--- src/rtl/tlin_dt_pkg.sv ---
// Shared types and arithmetic for the discrete-time multi-channel delay line.
package tlin_dt_pkg;

    typedef enum logic {
        FILL,
        RUN
    } state_t;

    // Widest sample/coefficient width the helper arithmetic supports.
    localparam int unsigned QW_MAX = 32;
    localparam int unsigned ACC_W  = 2 * QW_MAX;

    // Largest positive Q1.(w-1) value. Callers shift it right to their own width.
    localparam logic [QW_MAX-1:0] ALPHA_UNITY = 32'h7FFF_FFFF;

    // Q1.(w-1) multiply, round half up, saturate to w bits.
    // Operands must be sign-extended from w bits to QW_MAX bits.
    function automatic logic signed [QW_MAX-1:0] q_mul_rnd_sat(
        input logic signed [QW_MAX-1:0] x,
        input logic signed [QW_MAX-1:0] a,
        input int unsigned              w
    );
        logic signed [ACC_W-1:0] acc;
        logic signed [ACC_W-1:0] hi;
        logic signed [ACC_W-1:0] lo;
        acc = ACC_W'(x) * ACC_W'(a);
        acc = acc + (ACC_W'(1) <<< (w - 2));
        acc = acc >>> (w - 1);
        hi  = (ACC_W'(1) <<< (w - 1)) - ACC_W'(1);
        lo  = -hi - ACC_W'(1);
        if (acc > hi) begin
            acc = hi;
        end else if (acc < lo) begin
            acc = lo;
        end
        return acc[QW_MAX-1:0];
    endfunction

endpackage

--- src/rtl/tlin_dt_lane.sv ---
// One channel's gain stage: multiply by alpha, round, saturate.
module tlin_dt_lane
    import tlin_dt_pkg::*;
#(
    parameter int unsigned W = 16
) (
    input  logic [W-1:0] x,
    input  logic [W-1:0] a,
    output logic [W-1:0] y
);

    assign y = W'(q_mul_rnd_sat(QW_MAX'(signed'(x)), QW_MAX'(signed'(a)), W));

endmodule

--- src/rtl/tlin_dt.sv ---
// Multi-channel discrete-time lossy delay line with valid/ready streaming.
module tlin_dt
    import tlin_dt_pkg::*;
#(
    parameter int unsigned W         = 16,
    parameter int unsigned N_CH      = 2,
    parameter int unsigned DEPTH     = 64,
    parameter int unsigned DEF_DELAY = 1,
    parameter int unsigned AW        = $clog2(DEPTH + 1)
) (
    input  logic              clk,
    input  logic              rst,
    input  logic              cfg_load,
    input  logic [AW-1:0]     cfg_delay,
    input  logic [W-1:0]      cfg_alpha,
    input  logic              in_valid,
    output logic              in_ready,
    input  logic [N_CH*W-1:0] in_data,
    output logic              out_valid,
    input  logic              out_ready,
    output logic [N_CH*W-1:0] out_data,
    output logic              primed
);

    localparam int unsigned         PW        = $clog2(DEPTH);
    localparam int unsigned         VW        = N_CH * W;
    localparam logic [AW-1:0]       DEPTH_A   = AW'(DEPTH);
    localparam logic [PW-1:0]       PTR_LAST  = PW'(DEPTH - 1);
    localparam logic [W-1:0]        ALPHA_RST = W'(ALPHA_UNITY >> (QW_MAX - W));

    logic [VW-1:0] mem [DEPTH];
    logic [PW-1:0] wr_ptr;
    logic [PW-1:0] rd_idx;
    logic [AW-1:0] fill_cnt;
    logic [AW-1:0] d_q;
    logic [AW-1:0] d_clamped;
    logic [W-1:0]  alpha_q;
    logic [VW-1:0] rd_vec;
    logic [VW-1:0] lane_out;
    logic [VW-1:0] out_next;
    logic          accept;
    state_t        state_q;
    state_t        state_d;

    // Read tap sits D entries behind the write pointer; with D == DEPTH it
    // lands on wr_ptr itself and the async read sees the value being replaced.
    assign rd_idx = PW'((AW'(wr_ptr) >= d_q) ? (AW'(wr_ptr) - d_q)
                                             : (AW'(wr_ptr) + (DEPTH_A - d_q)));
    assign rd_vec = mem[rd_idx];

    assign d_clamped = (cfg_delay == '0)     ? AW'(1)  :
                       (cfg_delay > DEPTH_A) ? DEPTH_A : cfg_delay;

    for (genvar c = 0; c < N_CH; c++) begin : g_lane
        tlin_dt_lane #(.W(W)) u_lane (
            .x (rd_vec[c*W +: W]),
            .a (alpha_q),
            .y (lane_out[c*W +: W])
        );
    end

    // Handshake, output selection and FILL/RUN next state.
    always_comb begin
        state_d  = state_q;
        in_ready = !cfg_load && (!out_valid || out_ready);
        accept   = in_valid && in_ready;
        out_next = (state_q == RUN) ? lane_out : '0;
        if (cfg_load) begin
            state_d = FILL;
        end else if (accept && (state_q == FILL) && ((fill_cnt + AW'(1)) == d_q)) begin
            state_d = RUN;
        end
    end

    // State register.
    always_ff @(posedge clk) begin
        if (rst) begin
            state_q <= FILL;
        end else begin
            state_q <= state_d;
        end
    end

    // Sample storage; contents survive flushes and are masked by FILL.
    always_ff @(posedge clk) begin
        if (!rst && accept) begin
            mem[wr_ptr] <= in_data;
        end
    end

    // Configuration, pointers, fill count and the output register.
    always_ff @(posedge clk) begin
        if (rst) begin
            d_q       <= AW'(DEF_DELAY);
            alpha_q   <= ALPHA_RST;
            wr_ptr    <= '0;
            fill_cnt  <= '0;
            out_valid <= 1'b0;
            out_data  <= '0;
            primed    <= 1'b0;
        end else if (cfg_load) begin
            d_q       <= d_clamped;
            alpha_q   <= cfg_alpha;
            wr_ptr    <= '0;
            fill_cnt  <= '0;
            out_valid <= 1'b0;
            out_data  <= '0;
            primed    <= 1'b0;
        end else if (accept) begin
            wr_ptr    <= (wr_ptr == PTR_LAST) ? '0 : wr_ptr + PW'(1);
            if (fill_cnt != d_q) begin
                fill_cnt <= fill_cnt + AW'(1);
            end
            out_valid <= 1'b1;
            out_data  <= out_next;
            if (state_q == RUN) begin
                primed <= 1'b1;
            end
        end else if (out_ready) begin
            out_valid <= 1'b0;
        end
    end

endmodule

--- config.mk ---
export PLATFORM = sky130hd
export DESIGN_NAME = tlin_dt
export DESIGN_NICKNAME = d
export VERILOG_FILES = /design/src/rtl/tlin_dt_pkg.sv /design/src/rtl/tlin_dt_lane.sv /design/src/rtl/tlin_dt.sv
export SDC_FILE = /design/constraint.sdc
export NUM_CORES = 2
export LEC_CHECK = 0
export ABC_AREA = 1
export CAP_MARGIN = 20
export CORE_UTILIZATION = 45
export DETAILED_ROUTE_END_ITERATION = 10
export SLEW_MARGIN = 25
export SYNTH_ARGS = -nofsm -noshare
export SYNTH_HDL_FRONTEND = slang
export SYNTH_SLANG_ARGS = --single-unit
--- constraint.sdc ---
create_clock -name clk -period 12.3 [get_ports clk]
set_input_delay 1.23 -clock clk [delete_from_list [all_inputs] [get_ports clk]]
set_output_delay 1.23 -clock clk [all_outputs]
set_load 0.005 [all_outputs]
==> Word level (Yosys, flattened, before mapping) <==
Memories as Yosys holds them, arrays and structs flattened.
Index checks and enable logic that the tools add are counted.
{ "word_totals": {"register_bits": 71, "ram_bits": 2048, "input_bits": 60, "elab_cells": 55, "mem_count": 1} }
{ "memory_table": {"columns": ["name", "words", "width", "read_ports", "rd_ports_with_merged_regs", "wr", "line_no", "text"], "rows": [
  ["mem", 64, 32, 1, 0, 1, "tlin_dt.sv:31", "logic [VW-1:0] mem [DEPTH];"]
]} }
{ "classes": {"addsub": 7, "n_mul": 2, "n_lt_le_gt_ge": 6, "n_eq_ne": 3, "n_mux": 13, "bitwise": 1, "n_reduce_logical": 14} }
{ "op_table": {"columns": ["cell", "count"], "rows": [
  ["$add A32 B16 Y33 const B", 2],
  ["$mul A16 B16 Y32", 2],
  ["$mux W16", 4],
  ["$gt A18 B16 Y1 const B", 2],
  ["$lt A18 B16 Y1 const B", 2],
  ["$mux W32", 1],
  ["$mux W7", 2],
  ["$mux W6", 2],
  ["$add A7 B1 Y7 const B", 1],
  ["$eq A7 B7 Y1", 1],
  ["$ge A6 B7 Y1", 1],
  ["$gt A7 B7 Y1 const B", 1],
  ["$logic_not A7 Y1", 1],
  ["$ne A7 B7 Y1", 1],
  ["$add A6 B1 Y6 const B", 1],
  ["$add A6 B6 Y6", 1],
  ["$eq A6 B6 Y1 const B", 1],
  ["$sub A1 B6 Y6 const A", 1],
  ["$sub A6 B6 Y6", 1],
  ["$logic_and A1 B1 Y1", 5],
  ["$mux W1", 4],
  ["$reduce_and A2 Y1", 2],
  ["$logic_not A1 Y1", 3],
  ["$reduce_bool A2 Y1", 1],
  ["3 further kinds", 3]
]} }

==> Longest topological paths before layout <==
An unclocked memory read counts as a cell.
{ "depth": {"word_depth": 10, "mapped_depth": 49} }

==> Modules after synthesis <==
From an unflattened synthesis, not the netlist that was laid out.
{ "hier_totals": {"hier_cells": 11757, "hier_area_um2": 112379.0} }
{ "by_module_without_submodules": {"columns": ["module", "instances", "cells_per_inst", "area_per_inst_um2"], "rows": [
  ["tlin_dt", 1, 8911, 90909.7],
  ["tlin_dt_lane (g_lane[1].u_lane)", 1, 1428, 10744.1],
  ["tlin_dt_lane (g_lane[0].u_lane)", 1, 1418, 10725.3]
]} }

==> Worst setup path after synthesis <==
OpenSTA, ideal clock, no wires.
{ "synth_timing": {"path_type": "reg2reg", "startpoint": "register wr_ptr[0]", "endpoint": "register out_data[10]", "setup_ns": 0.132, "arrival_ns": 8.434, "required_time_ns": 12.168, "path_slack_ns": 3.734, "path_stages_with_launch": 39, "synth_period_minus_slack_ns": 8.566, "cell_sequence": "dfxtp_1 > inv_1 > ha_1 > inv_1 > fa_1 > buf_2 > inv_2 > clkbuf_1 > clkbuf_1 > buf_1 > a21oi_1 > a32o_1 > a211oi_1 > o22ai_1 > nand2_1 > nand2_1 > nor2_1 > inv_1 > [3 not listed] > fa_1 > inv_1 > fa_1 > inv_1 > fa_1 > fa_1 > ha_1 > inv_1 > nor3_1 > and3_1 > nand2_1 > nand2_1 > xor2_2 > o21bai_2 > buf_4 > nand2_1 > nand2_1 > a21oi_1"} }
{ "synth_between": {"elab_chain_cells": 9} }
{ "synth_lines": {"columns": ["item", "line_no", "text"], "rows": [
  ["start, declared", "tlin_dt.sv:32", "logic [PW-1:0] wr_ptr;"],
  ["start signal, assigned", "tlin_dt.sv:110", "wr_ptr <= (wr_ptr == PTR_LAST) ? '0 : wr_ptr + PW'(1);"],
  ["$add A6 B6 Y6, or another cell as far along", "tlin_dt.sv:48", ": (AW'(wr_ptr) + (DEPTH_A - d_q)));"],
  ["$mux W6 (*)", "tlin_dt.sv:47", "assign rd_idx = PW'((AW'(wr_ptr) >= d_q) ? (AW'(wr_ptr) - d_q)"],
  ["$mem_v2 Z64 W32 (*)", null, null],
  ["$mul A16 B16 Y32 (*)", "tlin_dt_pkg.sv:26", "acc = ACC_W'(x) * ACC_W'(a);"],
  ["$add A32 B16 Y33 (*)", "tlin_dt_pkg.sv:27", "acc = acc + (ACC_W'(1) <<< (w - 2));"],
  ["$lt A18 B16 Y1", "tlin_dt_pkg.sv:33", "end else if (acc < lo) begin"],
  ["$mux W16", "tlin_dt_pkg.sv:33", null],
  ["$mux W16 (*)", "tlin_dt_pkg.sv:31", "if (acc > hi) begin"],
  ["$mux W32 (*)", "tlin_dt.sv:67", "out_next = (state_q == RUN) ? lane_out : '0;"],
  ["end signal, assigned", "tlin_dt.sv:115", "out_data <= out_next;"],
  ["end, declared", "tlin_dt.sv:21", "output logic [N_CH*W-1:0] out_data,"]
]} }
Every way passes the cells marked *; elsewhere a longest branch is shown, timed or not.
A chain may end at the register's enable or synchronous reset.

==> Final worst setup path <==
{ "layout_timing": {"startpoint": "register wr_ptr[0]", "endpoint": "register out_data[29]"} }
The elaborated chain is that of the path after synthesis.

==> impl_results.md <==
* Routed WL at 311000 microns
* Slowest cell on crit path: fa_4
* Max FO, Critical Path at 115
* Worst Hold Depth at 2
* DRC at 0
* Die Area at 233000 sq um
* Relative slew margins at 33.3%
* Net Count, Synth at 9824
* Via count at 70869
* ANT nets after route at 0
* Async SR Flop Fraction at 0%
* Initial antenna violation count at 7
* Class of the worst hold path: reg2reg
* Site Rows at 176
* Final Max Tran Viols at 0
* Die Wd at 483 microns
* Die height at 483 microns
* Skew-Pair Late Insertion Delay at 880 ps
* Tmin final at 10730 ps
* Via density at 5.76
* Final hold vios at 0
* Seq/Total Area, Yosys at 60.4%
* Worst setup EP type: flip-flop
* Max-cap violation count at 0
* WS Path Type: reg2reg
* Design area at 116000 sq um
* Distinct cells, synth at 51
* Drt first pass iters at 6
* CTS root buffer: clkbuf_16
* Compound-Gate Fraction of Synth Area at 10.3%
* Share of layout cells above drive strength 1 at 7.21%
* Worst clock skew at 76.0 ps
* R2R cell count at 38
* Seq cells post-synth at 2119
* Placed cell area at 109000 sq um
* Post-layout nets at 9849
* CTS H-tree lvls at 4
* Worst R2R Setup Slack at 1570 ps
* Synth warn at 0
* FF-to-FF Start: wr_ptr[0]$_SDFFE_PP0P_
* Routed len/inst at 25.3 microns
* Worst R2R End: out_data[29]$_SDFFE_PP0P_
* Area Growth Syn to Fin at 11.7%
* Achievable Freq at 93.2 MHz
* CP Depth at 38
* First-pass GRT wire length at 464000 microns
* Required @ worst endpoint at 13050 ps
* Cts hold-fix bufs at 0
* Main combinational cell family by area after synthesis: adder cells
* Synth top area cells: edfxtp_1, fa_1, nand2_1
* IO Port Bufs at 94
* GP Congestion at 0.904
* Worst path buffer plus inverter count at 7
* CTS tree: built
* First DRT Iteration DRCs at 7361
* Status: complete, no violations
* Mean Syn Cell Area at 11.5 sq um
* Post-synth top area share at 59.0%
* Synth area leader: edfxtp_1
* Most common cell on crit path: nand2_1
* WP data arrival at 11480 ps
* Grt ovf at 0
* Critical path endpoint: out_data[29]$_SDFFE_PP0P_
* Post-Syn Instances at 9066
* GRT Util Overall at 26.6%
* Setup TNS at 0 ps
* Post-synthesis mux area share at 0%
* Clock Pin Slew Worst Setup and Hold Paths at 60 ps
* Synth Area in XOR/XNOR at 0.544%
* Post-synth EDFFs at 2048
* Synth Area in Adders at 12.2%
* Simple-gate share of the synthesized area at 11.9%
* Post-synth top flop: edfxtp_1
* IO Pins at 95
* Post-CTS sizing at 0
* Initial Util at 45.3%
* Clock Path Buffers at 3
* Post-CTS Repair Setup Buffers at 0
* Worst-margin pin slew at 1000 ps
* Endpoints failing setup at 0
* Mapped Area at 104000 sq um
* Period utilization at 87.2%
* CTS Buf Count at 217
* Largest net degree at the start of global routing at 179
* Clock Sinks at 2119
* Number of global-route vias before repair at 70557
* Max stage delay on crit path at 740 ps
* Worst Setup SP: wr_ptr[0]$_SDFFE_PP0P_
* Startpoint Class: flip-flop
* Total core area at 230000 sq um
* RSZ-0062 raised after global routing: false
* Min Hold Slack at 467 ps
* Hpwl dp at 188000 microns
* Crit path max-delay family: adder cells
==> routing by layer <==
| layer | routed length, microns | part of all wire (%) | GRT usage [%] |
|---|---|---|---|
| met1 | 130000 | 42 | 36.8 |
| met2 | 148000 | 48 | 43.4 |
| met3 | 23400 | 7.5 | 3.79 |
| met4 | 9690 | 3.1 | 8.30 |
| met5 | 17 | 0.0055 | 0 |
==> cells in the final DEF, fill, tap and decap left out, drive strengths merged, types with 6 or more instances in the layout <==
master / instances
nor3: 16
dfxtp: 71
a21oi: 814
xnor2: 25
nand2: 2357
a32o: 225
edfxtp: 2048
clkbuf: 269
inv: 715
o21ai: 392
nand3b: 6
nand3: 201
xor2: 38
a22oi: 224
o21a: 15
nor2: 567
nor4: 7
ha: 163
a211oi: 22
bufinv: 20
clkdlybuf4s50: 62
clkinv: 108
o22ai: 56
buf: 266
fa: 535
nand4: 21
==> registers in the layout, summed over array words and instances, names as in the netlist <==
name       cells
mem         2048
out_data      32
alpha_q       16
d_q            7
fill_cnt       7
wr_ptr         6
out_valid      1
primed         1
state_q        1
==> synth_stat cells, types with 4 or more instances <==
master and n:
o22ai_1 56, xor2_1 36, buf_2 55, a211oi_1 22, nand2_1 2349, nor2_1 564
inv_1 704, a32o_1 225, nor3_1 16, ha_1 163, o21ai_0 388, fa_1 535
clkinv_1 6, a22oi_1 224, clkbuf_1 396, nand4_1 21, edfxtp_1 2048, a31oi_1 5
buf_6 4, nor4_1 7, a21oi_1 814, o21a_1 15, buf_1 53, buf_4 14
nor3b_1 4, nand3b_1 6, dfxtp_1 71, xnor2_1 25, nand2_2 7, nand3_1 199
==> through the flow <==
step	setup slack (ps)	util, %	std cells
finish	1570	50.6	12303
global route	835	50.6	12303
CTS	1640	50.6	12302
detailed placement	1660	47.5	11898
global placement	1720	47.5	11894
floorplan	3730	-	9066
==> cells by family (layout without fill, tap and decap cells) <==
family,count (synthesis),after routing
AOI/OAI and AO/OA,1767,1767
xor gates and xnor gates,63,63
adders and majority gates,698,698
buffers and inverters,1235,1445
DFF,2119,2119
other,0,1
and+or+nand+nor,3184,3184
==> layout make-up <==
class,count,area (sq um)
fillers,19989,114000
flip-flops and latches,2119,62900
multi-input cells,5712,37000
clock buffers,269,5680
well taps,3026,3790
repair buffers,328,2900
inverters,713,2690
clock inverters,135,1400
diodes,1,2.50
==> worst min-delay path, cell delays in order, from the launching register on <==
cell and delay [ps]:
dfxtp_1 310, nand2_1 60, a21oi_1 50
==> worst min path at each step <==
stage | slack (ps) | endpoint | startpoint
after floorplan | 440 | state_q$_SDFFE_PP0P_ | state_q$_SDFFE_PP0P_
after global placement | 450 | out_data[31]$_SDFFE_PP0P_ | out_data[31]$_SDFFE_PP0P_
after detailed placement | 460 | out_data[9]$_SDFFE_PP0P_ | out_data[9]$_SDFFE_PP0P_
after CTS | 470 | out_data[9]$_SDFFE_PP0P_ | out_data[9]$_SDFFE_PP0P_
after global routing | 490 | out_data[2]$_SDFFE_PP0P_ | out_data[2]$_SDFFE_PP0P_
final | 470 | out_data[9]$_SDFFE_PP0P_ | out_data[9]$_SDFFE_PP0P_
Power is not shown: default switching activity piles up to over one toggle a cycle in this logic, so the estimate is an artifact.
